`config.mk`:
```
export PLATFORM = sky130hd
export DESIGN_NAME = uart_tx_reader
export DESIGN_NICKNAME = d
export VERILOG_FILES = /design/src/rtl/uart_tx_reader.sv
export SDC_FILE = /design/constraint.sdc
export NUM_CORES = 1
export LEC_CHECK = 0
export ABC_AREA = 1
export BUFFER_PORTS_ARGS = -buffer_cell sky130_fd_sc_hd__buf_2
export CAP_MARGIN = 20
export CORE_MARGIN = 2
export CORE_UTILIZATION = 43
export CTS_CLUSTER_DIAMETER = 30
export DETAILED_ROUTE_END_ITERATION = 10
export GPL_TIMING_DRIVEN = 0
export PLACE_DENSITY = 0.61
export SYNTH_ARGS = -nofsm -noshare
export SYNTH_HDL_FRONTEND = slang
export SYNTH_SLANG_ARGS = --single-unit
```
`constraint.sdc`:
```
create_clock -name clock_100 -period 1.68 [get_ports clock_100]
set_input_delay 0.336 -clock clock_100 [delete_from_list [all_inputs] [get_ports clock_100]]
set_output_delay 0.336 -clock clock_100 [all_outputs]
set_load 0.05 [all_outputs]
```
`src/rtl/uart_tx_reader.sv`:
```
// Reads NUM_BYTES bytes from a synchronous BRAM starting at address 0 and sends them as 8N1 UART frames.
// Optional `UART_TX_READER_CHECKSUM_EN appends one frame carrying the XOR of all data bytes.
module uart_tx_reader #(
    parameter int CLKS_PER_BIT = 868,
    parameter int NUM_BYTES    = 16384
) (
    input  logic        clock_100,
    input  logic        reset,
    input  logic        tx_start,
    input  logic [7:0]  mem_Din,
    output logic [17:0] mem_addrs,
    output logic        tx,
    output logic        tx_busy,
    output logic        tx_end
);

    localparam int              TW        = (CLKS_PER_BIT > 1) ? $clog2(CLKS_PER_BIT) : 1;
    localparam logic [TW-1:0]   BIT_LAST  = TW'(CLKS_PER_BIT - 1);
    localparam logic [17:0]     ADDR_LAST = 18'(NUM_BYTES - 1);

    typedef enum logic [2:0] {
        S_IDLE, S_FETCH, S_LATCH, S_START, S_DATA, S_STOP, S_DONE
    } state_t;

    state_t          state_q;
    logic [TW-1:0]   timer_q;
    logic [2:0]      bit_q;
    logic [7:0]      shift_q;
    logic [17:0]     addr_q;
    logic            tx_q;
    logic            busy_q;
    logic            end_q;
`ifdef UART_TX_READER_CHECKSUM_EN
    logic [7:0]      csum_q;
    logic            csum_phase_q;
`endif

    always_ff @(posedge clock_100 or posedge reset) begin
        if (reset) begin
            state_q <= S_IDLE;
            timer_q <= '0;
            bit_q   <= '0;
            shift_q <= '0;
            addr_q  <= '0;
            tx_q    <= 1'b1;
            busy_q  <= 1'b0;
            end_q   <= 1'b0;
`ifdef UART_TX_READER_CHECKSUM_EN
            csum_q       <= '0;
            csum_phase_q <= 1'b0;
`endif
        end else begin
            case (state_q)
                S_IDLE: begin
                    tx_q   <= 1'b1;
                    addr_q <= '0;
`ifdef UART_TX_READER_CHECKSUM_EN
                    csum_q       <= '0;
                    csum_phase_q <= 1'b0;
`endif
                    if (tx_start) begin
                        state_q <= S_FETCH;
                        busy_q  <= 1'b1;
                    end
                end
                // Address was presented last cycle; BRAM output is valid at the next edge.
                S_FETCH: state_q <= S_LATCH;
                S_LATCH: begin
`ifdef UART_TX_READER_CHECKSUM_EN
                    if (csum_phase_q) begin
                        shift_q <= csum_q;
                    end else begin
                        shift_q <= mem_Din;
                        csum_q  <= csum_q ^ mem_Din;
                    end
`else
                    shift_q <= mem_Din;
`endif
                    tx_q    <= 1'b0;
                    timer_q <= '0;
                    state_q <= S_START;
                end
                S_START: begin
                    if (timer_q == BIT_LAST) begin
                        timer_q <= '0;
                        bit_q   <= '0;
                        tx_q    <= shift_q[0];
                        state_q <= S_DATA;
                    end else begin
                        timer_q <= timer_q + TW'(1);
                    end
                end
                S_DATA: begin
                    if (timer_q == BIT_LAST) begin
                        timer_q <= '0;
                        if (bit_q == 3'd7) begin
                            tx_q    <= 1'b1;
                            state_q <= S_STOP;
                        end else begin
                            shift_q <= {1'b0, shift_q[7:1]};
                            tx_q    <= shift_q[1];
                            bit_q   <= bit_q + 3'd1;
                        end
                    end else begin
                        timer_q <= timer_q + TW'(1);
                    end
                end
                S_STOP: begin
                    if (timer_q == BIT_LAST) begin
                        timer_q <= '0;
                        if (addr_q < ADDR_LAST) begin
                            addr_q  <= addr_q + 18'd1;
                            state_q <= S_FETCH;
`ifdef UART_TX_READER_CHECKSUM_EN
                        end else if (!csum_phase_q) begin
                            csum_phase_q <= 1'b1;
                            state_q      <= S_FETCH;
`endif
                        end else begin
                            busy_q  <= 1'b0;
                            end_q   <= 1'b1;
                            state_q <= S_DONE;
                        end
                    end else begin
                        timer_q <= timer_q + TW'(1);
                    end
                end
                // Terminal until reset; tx_start is deliberately ignored.
                S_DONE: tx_q <= 1'b1;
                default: state_q <= S_IDLE;
            endcase
        end
    end

    assign mem_addrs = addr_q;
    assign tx        = tx_q;
    assign tx_busy   = busy_q;
    assign tx_end    = end_q;

endmodule

```
=== Word level (Yosys, flattened, before mapping) ===
Cells that the tools add are included.

* Add/subtract/negate cells: 3
* Magnitude comparators: 1
* Equality and inequality tests: 16
* Mux-type cells: 27
* Bitwise gates (word level): 2
* Reductions and logical operators: 15

{| class="wikitable"
|+ Operators with widths
! kind !! count
|-
| 2-to-1 mux 18 bit || 2
|-
| one-hot mux 18 bit (2 select lines) || 1
|-
| 2-to-1 mux 3 bit || 9
|-
| one-hot mux 3 bit (7 select lines) || 1
|-
| one-hot mux 10 bit (2 select lines) || 1
|-
| adder 18 x 1 -> 18 bit, second input constant || 1
|-
| < comparator 18 x 14 -> 1 bit, second input constant || 1
|-
| 2-to-1 mux 8 bit || 2
|-
| inequality test 2 bit, second input constant || 8
|-
| one-hot mux 8 bit (2 select lines) || 1
|-
| equality test 3 bit, second input constant || 4
|-
| AND reduction 3 bit || 4
|-
| adder 10 x 1 -> 10 bit, second input constant || 1
|-
| equality test 10 bit, second input constant || 1
|-
| 2-to-1 mux 10 bit || 1
|-
| AND reduction 4 bit || 2
|-
| nonzero test 2 bit || 4
|-
| equality test 3 x 2 -> 1 bit, second input constant || 2
|-
| 2-to-1 mux 1 bit || 6
|-
| one-hot mux 3 bit (2 select lines) || 1
|-
| AND reduction 6 bit || 1
|-
| one-hot mux 1 bit (4 select lines) || 1
|-
| nonzero test 4 bit || 1
|-
| adder 3 x 1 -> 3 bit, second input constant || 1
|-
| other kinds (6) || 7
|}

* Flip-flop bits (word level): 45
* Bits of input ports: 11
* Output and inout bits: 21
* Logic and storage cells: 72

=== Logic depth before layout (Yosys ltp) ===
* Depth after elaboration: 4
* Mapped depth: 10
* Depth with buffers taken out: 9

=== Least setup slack after synthesis ===
No wires, ideal clock.

* Path kind: flip-flop to flip-flop
* From: register addr_q[0] (netlist: mem_addrs[0])
* To: register addr_q[9] (netlist: mem_addrs[9])
* Library setup time: 66 ps
* Data arrival time: 1913 ps
* Required time: 1614 ps
* Path slack: -299 ps
* Stages on the path, launching flop included: 11
* Path buffers: 1
* Period minus slack after synthesis: 1979 ps
* Cell sequence: dfrtp_1 ha_1 nand2_1 nor2_2 nand4_1 nand2_1 nand2_1 nand2_2 buf_4 nand2_1 nand2_1

* Word-level cells in the longest chain between the ends: 4
* Elaborated cells on any way between the ends: 7
* Those cells by class: add/sub: 1; order compare: 1; eq/ne: 1; mux: 3; reduce/logical: 1

{| class="wikitable"
|+ RTL lines
! what !! RTL line !! text
|-
| from (decl) || 29 || <nowiki>logic [17:0] addr_q;</nowiki>
|-
| from (signal assigned) || 112 || <nowiki>addr_q <= addr_q + 18'd1;</nowiki>
|-
| adder 18 x 1 -> 18 bit || 112 ||
|-
| 2-to-1 mux 18 bit || 111 || <nowiki>if (addr_q < ADDR_LAST) begin</nowiki>
|-
| 2-to-1 mux 18 bit || 109 || <nowiki>if (timer_q == BIT_LAST) begin</nowiki>
|-
| one-hot mux 18 bit (2 select lines) || 53 || <nowiki>case (state_q)</nowiki>
|}

Parallel ways exist; a longest one is shown, timed or not. The select of a mux whose other input is x is not followed.
A chain may end at the register's enable or synchronous reset.

=== Worst setup path after layout ===
* From: register timer_q[0]
* To: register addr_q[9] (netlist: mem_addrs[9])

* Word-level cells in the longest chain between the ends: 3

{| class="wikitable"
|+ RTL lines
! what !! RTL line !! text
|-
| from (decl) || 26 || <nowiki>logic [TW-1:0] timer_q;</nowiki>
|-
| from (signal assigned) || 90 || <nowiki>timer_q <= timer_q + TW'(1);</nowiki>
|-
| from (signal assigned) || 105 || <nowiki>timer_q <= timer_q + TW'(1);</nowiki>
|-
| from (signal assigned) || 125 || <nowiki>timer_q <= timer_q + TW'(1);</nowiki>
|-
| equality test 10 bit || 109 ||
|-
| inequality test 2 bit (no line) || n/a ||
|-
| AND reduction 3 bit (no line) || n/a ||
|}

Every way passes these cells.

==> flow_summary.ini <==
[clocking]
cts_buffers = 5
cts-htree-levels = 2
cts-root-buf = clkbuf_8
cts_buffer_depth = 2
cts.sinks = 45
cts_tree = yes
clock_latency_ps = 300
path_clk_slew_ps = 90

[timing]
hold_viol_final = 0
min_period_ps = 1570
clock_skew_ps = 10.3
clock.fmax_mhz = 635
relSlewSlack_pct = 69.6
hold_ws_ps = 355
rsz0062_at_grt = yes
setup_violations = 0
min_period_over_period_pct = 93.7
finalSetupTns_ps = 0
tightest_slew_ps = 456
slew_viol_final = 0

[detailed_routing]
wl_per_cell_um = 12.3
dr_total_vias = 2571
drtAntennaViolNets = 0
wl_mm = 6.33
drtPass1Iterations = 4
vias_per_cell = 4.99
drt-initial-drc-count = 137
drc = 0

[synth]
synth_area_leader_cell = dfrtp_1
synth_flop_cell = dfrtp_1
ys_seq_elements = 45
ys_warn_count = 0
synth_edf_count = 0
ys_seq_area_share_pct = 42.0
synth_area_um2 = 2680
syn-num-nets = 397
synth_top_area_share_pct = 41.0
async_flop_share_pct = 100
synth_cells = 382
syn_area_per_cell_um2 = 7.03
synth.area.top_cells = dfrtp_1 41%, nand2_1 21%, nand3_1 7.5%
yosysUniqueCellTypes = 34

[global_routing]
grt_max_degree = 32
grt_pass1_vias = 2356
antenna_found_initial = 0
grt-ovfl-total = 0
grt_pass1_wl_mm = 10.8
grt_usage_pct = 18.9

[power]
powerDensity_nw_per_um2 = 1310
ir_drop_uv = 839
p_leak_nw = 1.67
total_power_mw = 4.32

[worst_setup_path]
crit_type = reg -> reg
crit-reg2reg-launch = timer_q[0]
critPathLaunchType = flip-flop
crit-reg2reg-capture = mem_addrs[9]
reg2reg_slack_ps = 110
crit_start = timer_q[0]
critPathCaptureType = flip-flop
worstPathArrival_ps = 1770
reg2reg_depth = 9
crit_required_ps = 1880
cp_max_fo = 5
endpoint = mem_addrs[9]

[place]
post-place-cells = 489
dpl-instance-area_um2 = 2990
gp_congestion = 0.809
port_buffers = 31
hpwl_mm = 4.45

[finish]
nFillCells = 579
mostFrequentLayoutCells = 145 x nand2_1, 39 x nand3_1, 34 x dfrtp_1, 32 x nor2_1, 32 x buf_2
final_area_um2 = 3300
final_cells = 515
syn_to_final_growth_pct = 23.1
drive_above_1_share_pct = 23.9
antenna_cells = 0
final_nets = 454
final_common_cell = nand2_1

[status]
status = finished clean

[die]
rows = 28
die_h_um = 83
initial_core_util_pct = 44.8
ios = 32
die-area_um2 = 6890
die_w_um = 83
core_um2 = 5990

[min_path]
hp-class = in -> reg

[job]
maxCapViolations = 0
-- per-stage QoR --
stage	setup slack [ps]	utilization, %
2_1_floorplan	8.45	-
3_3_place_gp	-544	49.6
3_5_place_dp	-234	49.9
4_1_cts	10.5	53.9
5_1_grt	-32.1	55.2
6_report	106	55.2
-- layout make-up --
type                    instances  area (µm²)  share of cell area, %
multi-input cells             294        1450                   44.0
flip-flops and latches         45        1140                   34.5
repair buffers                 50         329                   9.96
inverters                      35         131                   3.98
well taps                      75        93.8                   2.84
clock buffers                   6        72.6                   2.20
plain buffers                   8        68.8                   2.08
clock inverters                 2        15.0                  0.454
-- power breakdown --
| group | total (mW) | switching (mW) | internal (mW) |
|---|---|---|---|
| logic | 2.12 | 1.30 | 0.822 |
| registers | 1.53 | 0.210 | 1.32 |
| clock network | 0.676 | 0.383 | 0.294 |
-- worst min-delay path by stage --
stage / startpoint / to / slack (ps) / cells past startpoint
2_1_floorplan: shift_q[0] / shift_q[0] / 440 / 2
3_3_place_gp: shift_q[2] / shift_q[2] / 460 / 2
3_5_place_dp: reset / shift_q[6] / 330 / 2
4_1_cts: tx_start / tx_busy / 340 / 3
5_1_grt: tx_start / tx_busy / 380 / 3
6_report: mem_Din[4] / shift_q[4] / 360 / 5
-- routing by layer --
metal / global-route usage (%) / up-vias / part of all wire [%]
li1: - / 1335 / -
met1: 25.1 / 1177 / 49
met2: 31.6 / 55 / 46
met3: 3.48 / 4 / 3.5
met4: 5.07 / 0 / 0.81
met5: 0 / - / 0
-- cell usage after synthesis (2+ instances only) --
library cell,count
a21oi_1,3
nand2_1,151
or2_2,3
nand2_2,6
xor2_1,3
dfrtp_1,44
o211ai_1,2
o21ai_0,17
nor2_1,33
o22ai_1,2
nor2_2,2
inv_1,32
xnor2_1,2
buf_4,2
nor3_1,4
ha_1,4
nand4_1,12
inv_2,3
buf_2,3
nand3_1,40
-- worst max-delay path, stage by stage, from the launching register on --
cell and delay (ps):
dfrtp_2 400, ha_4 140, inv_2 50, nor3_4 140, nand3_2 140, a21boi_2 200, nand2_2 140, buf_6 160
nand2_1 50, nand2_1 50
-- cell families after synthesis --
family	share of synthesized area, %
fa+ha+maj	1.86
compound gates	6.34
xor+xnor	1.63
simple gates	41.0
flops	42.0
buf+inv	7.13
-- timing repair --
action                                  CTS  global route
gates cloned                              1             0
setup buffers                            12             4
hold buffers                              1             0
endpoints found under the hold margin     4             0
endpoints found under the setup margin   35            37
resized for setup                         8            14
pin swaps                                 6             5
-- sequential cells by signal, indices dropped and copies added, names as in the netlist --
register,count
tx_end,1
tx_busy,1
state_q,3
mem_addrs,18
tx,1
shift_q,8
bit_q,3
timer_q,10
(Power assumes the default switching activity.)
